$ cat config.mk
export PLATFORM = sky130hd
export DESIGN_NAME = cu_bubble_stage_flat
export DESIGN_NICKNAME = d
export VERILOG_FILES = /design/src/rtl/cu_bubble_stage_if.sv /design/src/rtl/cu_bubble_stage.sv /design/src/flat_wrapper.sv
export SDC_FILE = /design/constraint.sdc
export NUM_CORES = 1
export LEC_CHECK = 0
export CAP_MARGIN = 20
export CORE_MARGIN = 8
export CORE_UTILIZATION = 38
export CTS_CLUSTER_DIAMETER = 30
export DETAILED_ROUTE_END_ITERATION = 16
export GPL_ROUTABILITY_DRIVEN = 0
export PLACE_DENSITY = 0.82
export SLEW_MARGIN = 20
export SYNTH_ARGS = -nofsm -noshare
export SYNTH_HDL_FRONTEND = slang
export SYNTH_SLANG_ARGS = --single-unit
$ cat constraint.sdc
create_clock -name clk -period 2.5 [get_ports clk]
set_clock_uncertainty 0.2 [all_clocks]
set_input_delay 0.5 -clock clk [delete_from_list [all_inputs] [get_ports clk]]
set_output_delay 0.5 -clock clk [all_outputs]
set_load 0.01 [all_outputs]
$ cat src/rtl/cu_bubble_stage_if.sv
// Bundle between the control unit and cu_bubble_stage.
// master: control-unit / fetch side; slave: the bubble stage itself.
interface cu_bubble_stage_if #(
  parameter int unsigned CTRL_W  = 9,
  parameter int unsigned STALL_W = 2
) ();

  logic [CTRL_W-1:0]  ctrl_in;
  logic               valid_in;
  logic               gate_in;
  logic               stall_req;
  logic [STALL_W-1:0] stall_len;
  logic               flush;
  logic [CTRL_W-1:0]  ctrl_out;
  logic               valid_out;
  logic               hold;
  logic               stall_busy;
  logic [15:0]        bubble_count;

  modport master (
    output ctrl_in, valid_in, gate_in, stall_req, stall_len, flush,
    input  ctrl_out, valid_out, hold, stall_busy, bubble_count
  );

  modport slave (
    input  ctrl_in, valid_in, gate_in, stall_req, stall_len, flush,
    output ctrl_out, valid_out, hold, stall_busy, bubble_count
  );

endinterface

$ cat src/rtl/cu_bubble_stage.sv
// Registered pass/bubble stage between the control unit and ID/EX.
// Passes the control bundle through, or substitutes NOP_VALUE on gate-off,
// flush, or a multi-cycle stall request; hold tells fetch/decode to freeze.
// Optional macro CU_BUBBLE_STATS_EN enables the saturating bubble counter;
// without it bubble_count is tied to zero.
// CTRL_W/STALL_W must match the parameters of the connected interface.
module cu_bubble_stage #(
  parameter int unsigned       CTRL_W    = 9,
  parameter int unsigned       STALL_W   = 2,
  parameter logic [CTRL_W-1:0] NOP_VALUE = '0
) (
  input logic              clk,
  input logic              reset,
  cu_bubble_stage_if.slave bus
);

  // One-hot so a corrupted encoding is detectable and falls into default.
  typedef enum logic [1:0] {
    StRun   = 2'b01,
    StStall = 2'b10
  } state_e;

  state_e             state_q;
  logic [STALL_W-1:0] cnt_q;
  logic [CTRL_W-1:0]  ctrl_q;
  logic               valid_q;
  logic               busy_q;

  logic stall_start;
  logic pass_now;

  // A request with length zero is the same as no request.
  assign stall_start = bus.stall_req && (bus.stall_len != '0);

  // High exactly on edges that load a real instruction into ctrl_out.
  assign pass_now = (state_q == StRun) && !bus.flush && !stall_start &&
                    bus.valid_in && bus.gate_in;

  assign bus.hold = !reset && !bus.flush &&
                    ((state_q == StStall) || ((state_q == StRun) && stall_start));

  assign bus.ctrl_out   = ctrl_q;
  assign bus.valid_out  = valid_q;
  assign bus.stall_busy = busy_q;

  // FSM with registered outputs; every path defaults to a bubble.
  always_ff @(posedge clk) begin
    if (reset) begin
      state_q <= StRun;
      cnt_q   <= '0;
      ctrl_q  <= NOP_VALUE;
      valid_q <= 1'b0;
      busy_q  <= 1'b0;
    end else begin
      ctrl_q  <= NOP_VALUE;
      valid_q <= 1'b0;
      busy_q  <= 1'b0;
      case (state_q)
        StRun: begin
          if (bus.flush) begin
            state_q <= StRun;
          end else if (stall_start) begin
            // This edge is the first bubble; cnt counts the ones still owed.
            cnt_q <= bus.stall_len - STALL_W'(1);
            if (bus.stall_len > STALL_W'(1)) begin
              state_q <= StStall;
              busy_q  <= 1'b1;
            end
          end else if (bus.valid_in && bus.gate_in) begin
            ctrl_q  <= bus.ctrl_in;
            valid_q <= 1'b1;
          end
        end
        StStall: begin
          if (bus.flush || (cnt_q <= STALL_W'(1))) begin
            // Last owed bubble, aborted stall, or the unreachable cnt==0.
            cnt_q   <= '0;
            state_q <= StRun;
          end else begin
            cnt_q  <= cnt_q - STALL_W'(1);
            busy_q <= 1'b1;
          end
        end
        default: begin
          state_q <= StRun;
          cnt_q   <= '0;
        end
      endcase
    end
  end

`ifdef CU_BUBBLE_STATS_EN
  logic [15:0] bubble_count_q;

  // Count every non-reset edge that loads valid_out with 0, saturating.
  always_ff @(posedge clk) begin
    if (reset) begin
      bubble_count_q <= 16'h0000;
    end else if (!pass_now && (bubble_count_q != 16'hFFFF)) begin
      bubble_count_q <= bubble_count_q + 16'h0001;
    end
  end

  assign bus.bubble_count = bubble_count_q;
`else
  assign bus.bubble_count = 16'h0000;
`endif

endmodule
$ cat src/flat_wrapper.sv
// flat-port wrapper written by rule: the top's interface ports become plain ports
module cu_bubble_stage_flat 
#(
  parameter int unsigned       CTRL_W    = 9,
  parameter int unsigned       STALL_W   = 2,
  parameter logic [CTRL_W-1:0] NOP_VALUE = '0
)
  (clk, reset, bus_ctrl_in, bus_valid_in, bus_gate_in, bus_stall_req, bus_stall_len, bus_flush, bus_ctrl_out, bus_valid_out, bus_hold, bus_stall_busy, bus_bubble_count);
  cu_bubble_stage_if #(.CTRL_W(CTRL_W), .STALL_W(STALL_W)) bus_i ();
  input logic clk;
  input logic reset;
  input wire logic [$bits(bus_i.ctrl_in)-1:0] bus_ctrl_in;
  input wire logic [$bits(bus_i.valid_in)-1:0] bus_valid_in;
  input wire logic [$bits(bus_i.gate_in)-1:0] bus_gate_in;
  input wire logic [$bits(bus_i.stall_req)-1:0] bus_stall_req;
  input wire logic [$bits(bus_i.stall_len)-1:0] bus_stall_len;
  input wire logic [$bits(bus_i.flush)-1:0] bus_flush;
  output wire logic [$bits(bus_i.ctrl_out)-1:0] bus_ctrl_out;
  output wire logic [$bits(bus_i.valid_out)-1:0] bus_valid_out;
  output wire logic [$bits(bus_i.hold)-1:0] bus_hold;
  output wire logic [$bits(bus_i.stall_busy)-1:0] bus_stall_busy;
  output wire logic [$bits(bus_i.bubble_count)-1:0] bus_bubble_count;
  assign bus_i.ctrl_in = bus_ctrl_in;
  assign bus_i.valid_in = bus_valid_in;
  assign bus_i.gate_in = bus_gate_in;
  assign bus_i.stall_req = bus_stall_req;
  assign bus_i.stall_len = bus_stall_len;
  assign bus_i.flush = bus_flush;
  assign bus_ctrl_out = bus_i.ctrl_out;
  assign bus_valid_out = bus_i.valid_out;
  assign bus_hold = bus_i.hold;
  assign bus_stall_busy = bus_i.stall_busy;
  assign bus_bubble_count = bus_i.bubble_count;
  cu_bubble_stage #(.CTRL_W(CTRL_W), .STALL_W(STALL_W), .NOP_VALUE(NOP_VALUE)) u_core (.clk(clk), .reset(reset), .bus(bus_i));
endmodule
[Word-level counts from Yosys, hierarchy flattened]
Cells that the tools add are included.
Operators by class
  bitwise logic cells: 2
  shifts and indexed selects: 0
  muxes and demuxes: 15
  order comparisons: 2
  div/mod/pow operators: 0
  add/sub/neg operators: 2
  reduce and logical (&&, ||, !) cells: 14
  multipliers: 0
  eq/ne operators: 7
Operators by type and width (number)
  $mux 2: 7
  $pmux 2 s2: 2
  $logic_and 1x1->1: 5
  $mux 1: 5
  $reduce_or 5->1: 1
  $ne 2x2->1 const B: 2
  $reduce_or 4->1: 1
  $sub 2x1->2 const B: 2
  $ne 3x2->1 const B: 1
  $ne 3x3->1 const B: 1
  $reduce_and 3->1: 1
  $eq 2x1->1 const B: 1
  $eq 2x2->1 const B: 1
  $gt 2x1->1 const B: 1
  $le 2x1->1 const B: 1
  $logic_not 1->1: 2
  $logic_or 1x1->1: 2
  $ne 2x1->1 const B: 1
  $not 1->1: 2
  $pmux 1 s2: 1
  $reduce_and 2->1: 1
  $reduce_bool 2->1: 1
Storage, ports and cells
  RAM bits: 0
  flip-flop bits (word level): 15
  bits of input ports: 17
  output and inout port bits: 28
  latch bits: 0
  ROM bits: 0
  memories kept: 0

[Logic depth before layout (Yosys ltp)]
Gate-level depths: netlist of run 1.
  word-level depth: 5
  depth in mapped cells: 6
  gate-level depth less buffers: 5

[Worst setup path before layout of run 1]
Ideal clock, no wire load.
  path type: input to output
  start: input port bus_stall_len[0]
  end: output port bus_hold
  data required time: 1800 ps
  arrival: 1350 ps
  stages: 5
  setup slack: 450 ps
  path buffers: 0
  cells stage by stage: inv_1 ha_1 nor2b_1 a21oi_1 nor3_1
Between the ends
  longest elaborated chain between the ends: 5
RTL lines
  from (decl): RTL line flat_wrapper.sv:16  | input wire logic [$bits(bus_i.stall_len)-1:0] bus_stall_len;
  $reduce_bool 2->1: RTL line cu_bubble_stage.sv:33  | assign stall_start = bus.stall_req && (bus.stall_len != '0);
  $logic_and 1x1->1: RTL line cu_bubble_stage.sv:33
  $logic_and 1x1->1: RTL line cu_bubble_stage.sv:40  | ((state_q == StStall) || ((state_q == StRun) && stall_start));
  $logic_or 1x1->1: RTL line cu_bubble_stage.sv:40
  $logic_and 1x1->1: RTL line cu_bubble_stage.sv:39  | assign bus.hold = !reset && !bus.flush &&
  to (decl): RTL line flat_wrapper.sv:20  | output wire logic [$bits(bus_i.hold)-1:0] bus_hold;
Every way passes these cells.

[Worst setup path after layout of run 1]
  start: input port bus_stall_req
  end: output port bus_hold
Between the ends
  longest elaborated chain between the ends: 4
RTL lines
  from (decl): RTL line flat_wrapper.sv:15  | input wire logic [$bits(bus_i.stall_req)-1:0] bus_stall_req;
  $logic_and 1x1->1: RTL line cu_bubble_stage.sv:33
  $logic_and 1x1->1: RTL line cu_bubble_stage.sv:40
  $logic_or 1x1->1: RTL line cu_bubble_stage.sv:40
  $logic_and 1x1->1: RTL line cu_bubble_stage.sv:39
Every way passes these cells.

==> impl_metrics.json, run 1 <==
{
  "r2r-end": "u_core.state_q[0]$_SDFFE_PP1P_",
  "p_switching_uw": 129,
  "endpoint": "bus_hold",
  "placed_area_um2": 1020,
  "top_usage_layer": "met2",
  "cp.arrival_ns": 1.53,
  "crit_type": "in2out",
  "setup_viol": 0,
  "synth_compound_gate_area_share_pct": 9.40,
  "cp.buffers_inverters": 2,
  "wl_per_cell_um": 12.0,
  "avgSynthCellArea_um2": 9.89,
  "rsz0062_at_grt": "false",
  "cts_setup_buffers": 0,
  "cp.required_ns": 1.80,
  "drv_slew": 0,
  "die_w_um": 59.9,
  "rows": 16,
  "max-vdd-ir-drop_mv": 0.319,
  "first_pass_iters": 4,
  "synth_xor_area_share_pct": 0,
  "path_depth": 5,
  "yosysUniqueCellTypes": 24,
  "netlist_area_um2": 732,
  "reg2reg_depth": 6,
  "core_area_um2": 1880,
  "worstHoldStart": "u_core.state_q[1]$_SDFFE_PP0P_",
  "vias": 573,
  "end_kind": "output port",
  "period_needed_ns": 2.23,
  "cap_viol_max_count": 0,
  "place_hpwl_mm": 1.39,
  "fin_cells": 137,
  "post-route-period-util_pct": 89.4,
  "p_per_area_nw_per_um2": 452,
  "ys_warn_count": 0,
  "synth_top_family_by_area": "simple AND/OR/NAND/NOR gates",
  "postRouteAntennaNets": 0,
  "clockBufferDepth": 2,
  "timing.rr.start": "u_core.state_q[1]$_SDFFE_PP0P_",
  "layout.nets": 132,
  "dieArea_um2": 3590,
  "yosysSeqAreaShare_pct": 41.0,
  "tns_ns": 0,
  "io_buffers": 28,
  "dp.cells": 133,
  "drt_iter0_drc": 11,
  "hold_viol": 0,
  "layout_commonest_cell": "clkdlybuf4s50_1",
  "drc": 0,
  "startpoint": "bus_stall_req",
  "htreeDepth": 1,
  "synthSimpleGateAreaFrac_pct": 22.2,
  "grt_max_degree": 11,
  "fin_ws_ns": 0.265,
  "p_clk_share_pct": 30.4,
  "ys_seq_elements": 15,
  "postLayoutCellArea_um2": 1060,
  "reg2reg_setup_slack_ns": 0.85,
  "cts_buffers": 3,
  "leakagePower_nw": 0.477,
  "wl_mm": 1.65,
  "cts.sinks": 15,
  "final_cell_mix": "25 x clkdlybuf4s50_1, 16 x conb_1, 15 x dfxtp_1",
  "layout-area-overhead-vs-synth_pct": 45.3,
  "start_util_pct": 38.9,
  "first_global_vias": 583,
  "cts_tree": "yes",
  "p_comb_share_pct": 18.1,
  "switching_share_pct": 26.8,
  "clk_latency_ns": 0.29,
  "path_cells": "clkdlybuf4s50_1, nor2b_4, a21oi_1, nor3_1, buf_2",
  "die_h_um": 59.9,
  "cp_slowest_cell": "clkdlybuf4s50_1",
  "overflow": 0,
  "hold_path.class": "reg2reg",
  "hold_ws_ns": 0.282,
  "filler_cell_count": 175,
  "sequentialPowerShare_pct": 51.5,
  "root_buffer": "clkbuf_4",
  "pin_count": 45,
  "fmax_mhz": 447,
  "clkTransAtPathRegs_ns": 0.10,
  "critical-path-top-delay-family": "buffers and inverters",
  "worst-path-max-fanout": 2,
  "slowest_delay_ns": 0.49,
  "synth_cells": 74,
  "grt_pass1_wl_mm": 2.49,
  "muxShareOfSynthArea_pct": 0,
  "cts-hold-fix-buffers": 0,
  "synth_fa_ha_area_share_pct": 6.84,
  "grt_use_met2_pct": 17.4,
  "intPower_uw": 352,
  "via_per_inst": 4.18,
  "grt_util_met1_pct": 8.71,
  "diodes": 0,
  "grt.met3_usage_pct": 1.51,
  "start_kind": "primary input",
  "grt.total_usage_pct": 9.16,
  "antenna_found_initial": 0,
  "drive_above_1_share_pct": 16.4,
  "preCtsSetupSlack_ns": -0.407,
  "status": "finished, final reports clean"
}
## cells by family after synthesis
kind of cell               count (synthesis)
other                                      1
and+or+nand+nor                           23
DFF                                       15
adders and majority gates                  4
buffers and inverters                     21
AOI/OAI and AO/OA                         10
## tightest hold or removal path, delay by kind of cell, from the launching register on
family          cells  cell delay, ns
buf+inv             1            0.07
flops               1            0.33
compound gates      1            0.05
## area by class of cell
type                            count  area [µm²]  share of cell area, %
Clock buffer                        3        22.5                   2.12
Clock inverter                      1        5.00                  0.471
Inverter                            4        15.0                   1.41
Multi-Input combinational cell     53         362                   34.0
Sequential cell                    15         300                   28.2
Tap cell                           27        33.8                   3.18
Timing Repair Buffer               34         325                   30.6
## metrics by stage
stage,power (mW),util [%]
floorplan,0.310,-
global placement,0.334,54.0
detailed placement,0.337,54.0
CTS,0.477,55.3
global route,0.499,56.5
finish,0.481,56.5
## flip-flops by register name (all words and copies together) (netlist names)
name,cells
u_core.bus.stall_busy,1
u_core.bus.ctrl_out,9
u_core.state_q,2
u_core.bus.valid_out,1
u_core.cnt_q,2
## worst min path at each step
| stage | endpoint | slack [ns] | cells past startpoint |
|---|---|---|---|
| floorplan | u_core.state_q[1]$_SDFFE_PP0P_ | 0.25 | 2 |
| global placement | u_core.state_q[1]$_SDFFE_PP0P_ | 0.26 | 2 |
| detailed placement | u_core.state_q[1]$_SDFFE_PP0P_ | 0.28 | 2 |
| CTS | u_core.state_q[1]$_SDFFE_PP0P_ | 0.29 | 2 |
| global route | u_core.state_q[1]$_SDFFE_PP0P_ | 0.32 | 2 |
| finish | u_core.state_q[1]$_SDFFE_PP0P_ | 0.28 | 2 |
## synth_stat cells, drive strengths merged
| library cell | n | area [µm²] |
|---|---|---|
| nand4b | 2 | 17.5 |
| nor4 | 1 | 21.3 |
| nand3b | 1 | 7.51 |
| and2 | 9 | 56.3 |
| o31a | 1 | 8.76 |
| ha | 4 | 50.1 |
| a2bb2oi | 1 | 8.76 |
| a221o | 1 | 10.0 |
| or3 | 1 | 7.51 |
| a21o | 1 | 7.51 |
| conb | 1 | 3.75 |
| o21ai | 1 | 5.00 |
| nand3 | 3 | 15.0 |
| inv | 4 | 15.0 |
| nand2b | 1 | 6.26 |
| a21oi | 4 | 20.0 |
| dfxtp | 15 | 300 |
| buf | 17 | 131 |
| nor3 | 2 | 10.0 |
| nor2b | 1 | 6.26 |
| nand2 | 1 | 3.75 |
| or3b | 1 | 11.3 |
| a211o | 1 | 8.76 |
## power groups by stage
stage / Combinational (mW) / Clock [mW] / Sequential, mW
2_1_floorplan: 0.0557 / 0 / 0.254
5_1_grt: 0.0948 / 0.156 / 0.248
4_1_cts: 0.0837 / 0.146 / 0.248
3_5_place_dp: 0.0834 / 0 / 0.253
3_3_place_gp: 0.0814 / 0 / 0.253
6_report: 0.0870 / 0.146 / 0.248
## per-layer routing
metal  up-vias  share of wire (%)
li1        290                  -
met1       262                 39
met2        17                 54
met3         4                4.4
met4         0                2.6
met5         -                  0
## repair_timing
item	in CTS	in global routing
pin swaps	0	2
resized for setup	6	7
setup endpoints to repair	1	1
Power figures use the tool's default switching activity.
==> run 2, diff against run 1 <==
- CORE_ASPECT_RATIO: not set -> 1.1
- CORE_UTILIZATION: 38 -> 36
- PLACE_DENSITY: 0.82 -> 0.78
- clock period: 2.5 -> 2.4 ns (I/O delays scaled with it)
==> impl_metrics.json, run 2 (same netlist as run 1, synthesis figures left out) <==
{
  "postLayoutCellArea_um2": 1050,
  "core_area_um2": 1960,
  "largest_reg_flops": 9,
  "root_buffer": "clkbuf_4",
  "layout-area-overhead-vs-synth_pct": 43.4,
  "fmax_mhz": 452,
  "cts.sinks": 15,
  "placed_area_um2": 1020,
  "rsz0062_at_grt": "false",
  "place_hpwl_mm": 1.47,
  "wl_per_cell_um": 12.5,
  "fin_ws_ns": 0.186,
  "cp.arrival_ns": 1.53,
  "start_util_pct": 37.4,
  "htreeDepth": 1,
  "period_needed_ns": 2.21,
  "pin_count": 45,
  "postRouteAntennaNets": 0,
  "layout.nets": 133,
  "io_buffers": 28,
  "final_cell_mix": "25 x clkdlybuf4s50_1, 16 x conb_1, 15 x dfxtp_1",
  "post-route-period-util_pct": 92.3,
  "drc": 0,
  "cts_tree": "yes",
  "first_pass_iters": 4,
  "worst-path-max-fanout": 2,
  "cts_buffers": 3,
  "wl_mm": 1.74,
  "rows": 17,
  "leakagePower_nw": 0.462,
  "vias": 582,
  "clk_latency_ns": 0.28,
  "hold_viol": 0,
  "setup_viol": 0,
  "crit_type": "in2out",
  "drv_slew": 0,
  "clockBufferDepth": 2,
  "drt_iter0_drc": 11,
  "grt_pass1_wl_mm": 2.63,
  "filler_cell_count": 192,
  "first_global_vias": 589,
  "diodes": 0,
  "p_per_area_nw_per_um2": 464,
  "die_w_um": 59.0,
  "start_kind": "primary input",
  "end_kind": "output port",
  "antenna_found_initial": 0,
  "preCtsSetupSlack_ns": -0.463,
  "status": "finished, final reports clean",
  "layout_commonest_cell": "clkdlybuf4s50_1",
  "grt.total_usage_pct": 8.89,
  "clkTransAtPathRegs_ns": 0.08,
  "overflow": 0,
  "hold_ws_ns": 0.313,
  "max-vdd-ir-drop_mv": 0.429,
  "drive_above_1_share_pct": 15.3,
  "hold_path.class": "reg2reg",
  "cp.required_ns": 1.72,
  "dieArea_um2": 3730,
  "cap_viol_max_count": 0,
  "via_per_inst": 4.19,
  "grt_max_degree": 11,
  "die_h_um": 63.3
}
-- run 2: cell types whose count changed in the layout (fill, tap and decap cells not counted), sizes merged --
| cell | delta |
|---|---|
| dlygate4sd2 | +2 |
| dlymetal6s2s | -2 |
| buf | +1 |
-- run 2: cell type report --
cell class / count / area, µm² / share of cell area, %
clock inverters: 1 / 5.00 / 0.477
multi-input cells: 53 / 347 / 33.0
well taps: 28 / 35.0 / 3.34
repair buffers: 35 / 325 / 31.0
inverters: 4 / 15.0 / 1.43
clock buffers: 3 / 22.5 / 2.15
flip-flops and latches: 15 / 300 / 28.6
-- run 2: power by group --
group	internal [mW]	leakage (nW)	switching [mW]	total [mW]
clock network	0.0618	0.0177	0.0792	0.141
registers	0.255	0.121	0.00354	0.258
logic	0.0484	0.323	0.0393	0.0878
total	0.365	0.462	0.122	0.487
-- run 2: worst paths after layout --
kind	start	endpoint	slack, ns	cells past startpoint
min reg2reg	u_core.cnt_q[1]$_SDFFE_PP0P_	u_core.cnt_q[1]$_SDFFE_PP0P_	0.31	2
max reg2reg	u_core.state_q[1]$_SDFFE_PP0P_	u_core.state_q[0]$_SDFFE_PP1P_	0.73	6
max	bus_stall_req	bus_hold	0.19	5
min	u_core.cnt_q[1]$_SDFFE_PP0P_	u_core.cnt_q[1]$_SDFFE_PP0P_	0.31	2
-- run 2: metrics by stage --
step	TNS [ns]	util (%)	std cells	total power, mW
finish	0	53.6	139	0.487
global route	0	53.6	139	0.510
CTS	0	53.6	139	0.491
detailed placement	-0.463	52.0	134	0.350
global placement	-0.442	52.0	134	0.349
floorplan	0	-	89	0.323
-- run 2: critical path, cell delays in order --
cell             delay, ns
clkdlybuf4s50_1       0.47
nor2b_2               0.17
a21oi_1               0.07
nor3_1                0.18
buf_2                 0.16
-- run 2: metal layers --
layer | vias to the layer above | routed length [µm] | GRT usage, %
met2 | 18 | 972 | 16.9
li1 | 290 | - | -
met1 | 272 | 671 | 8.45
met3 | 2 | 73 | 3.04
met4 | 0 | 21 | 2.69
met5 | - | 0 | 0
-- run 2: timing repair --
action	4_1_cts	5_1_grt
setup endpoints to repair	1	0
hold buffers	0	0
buffers inserted	1	0
gates resized for setup	8	0
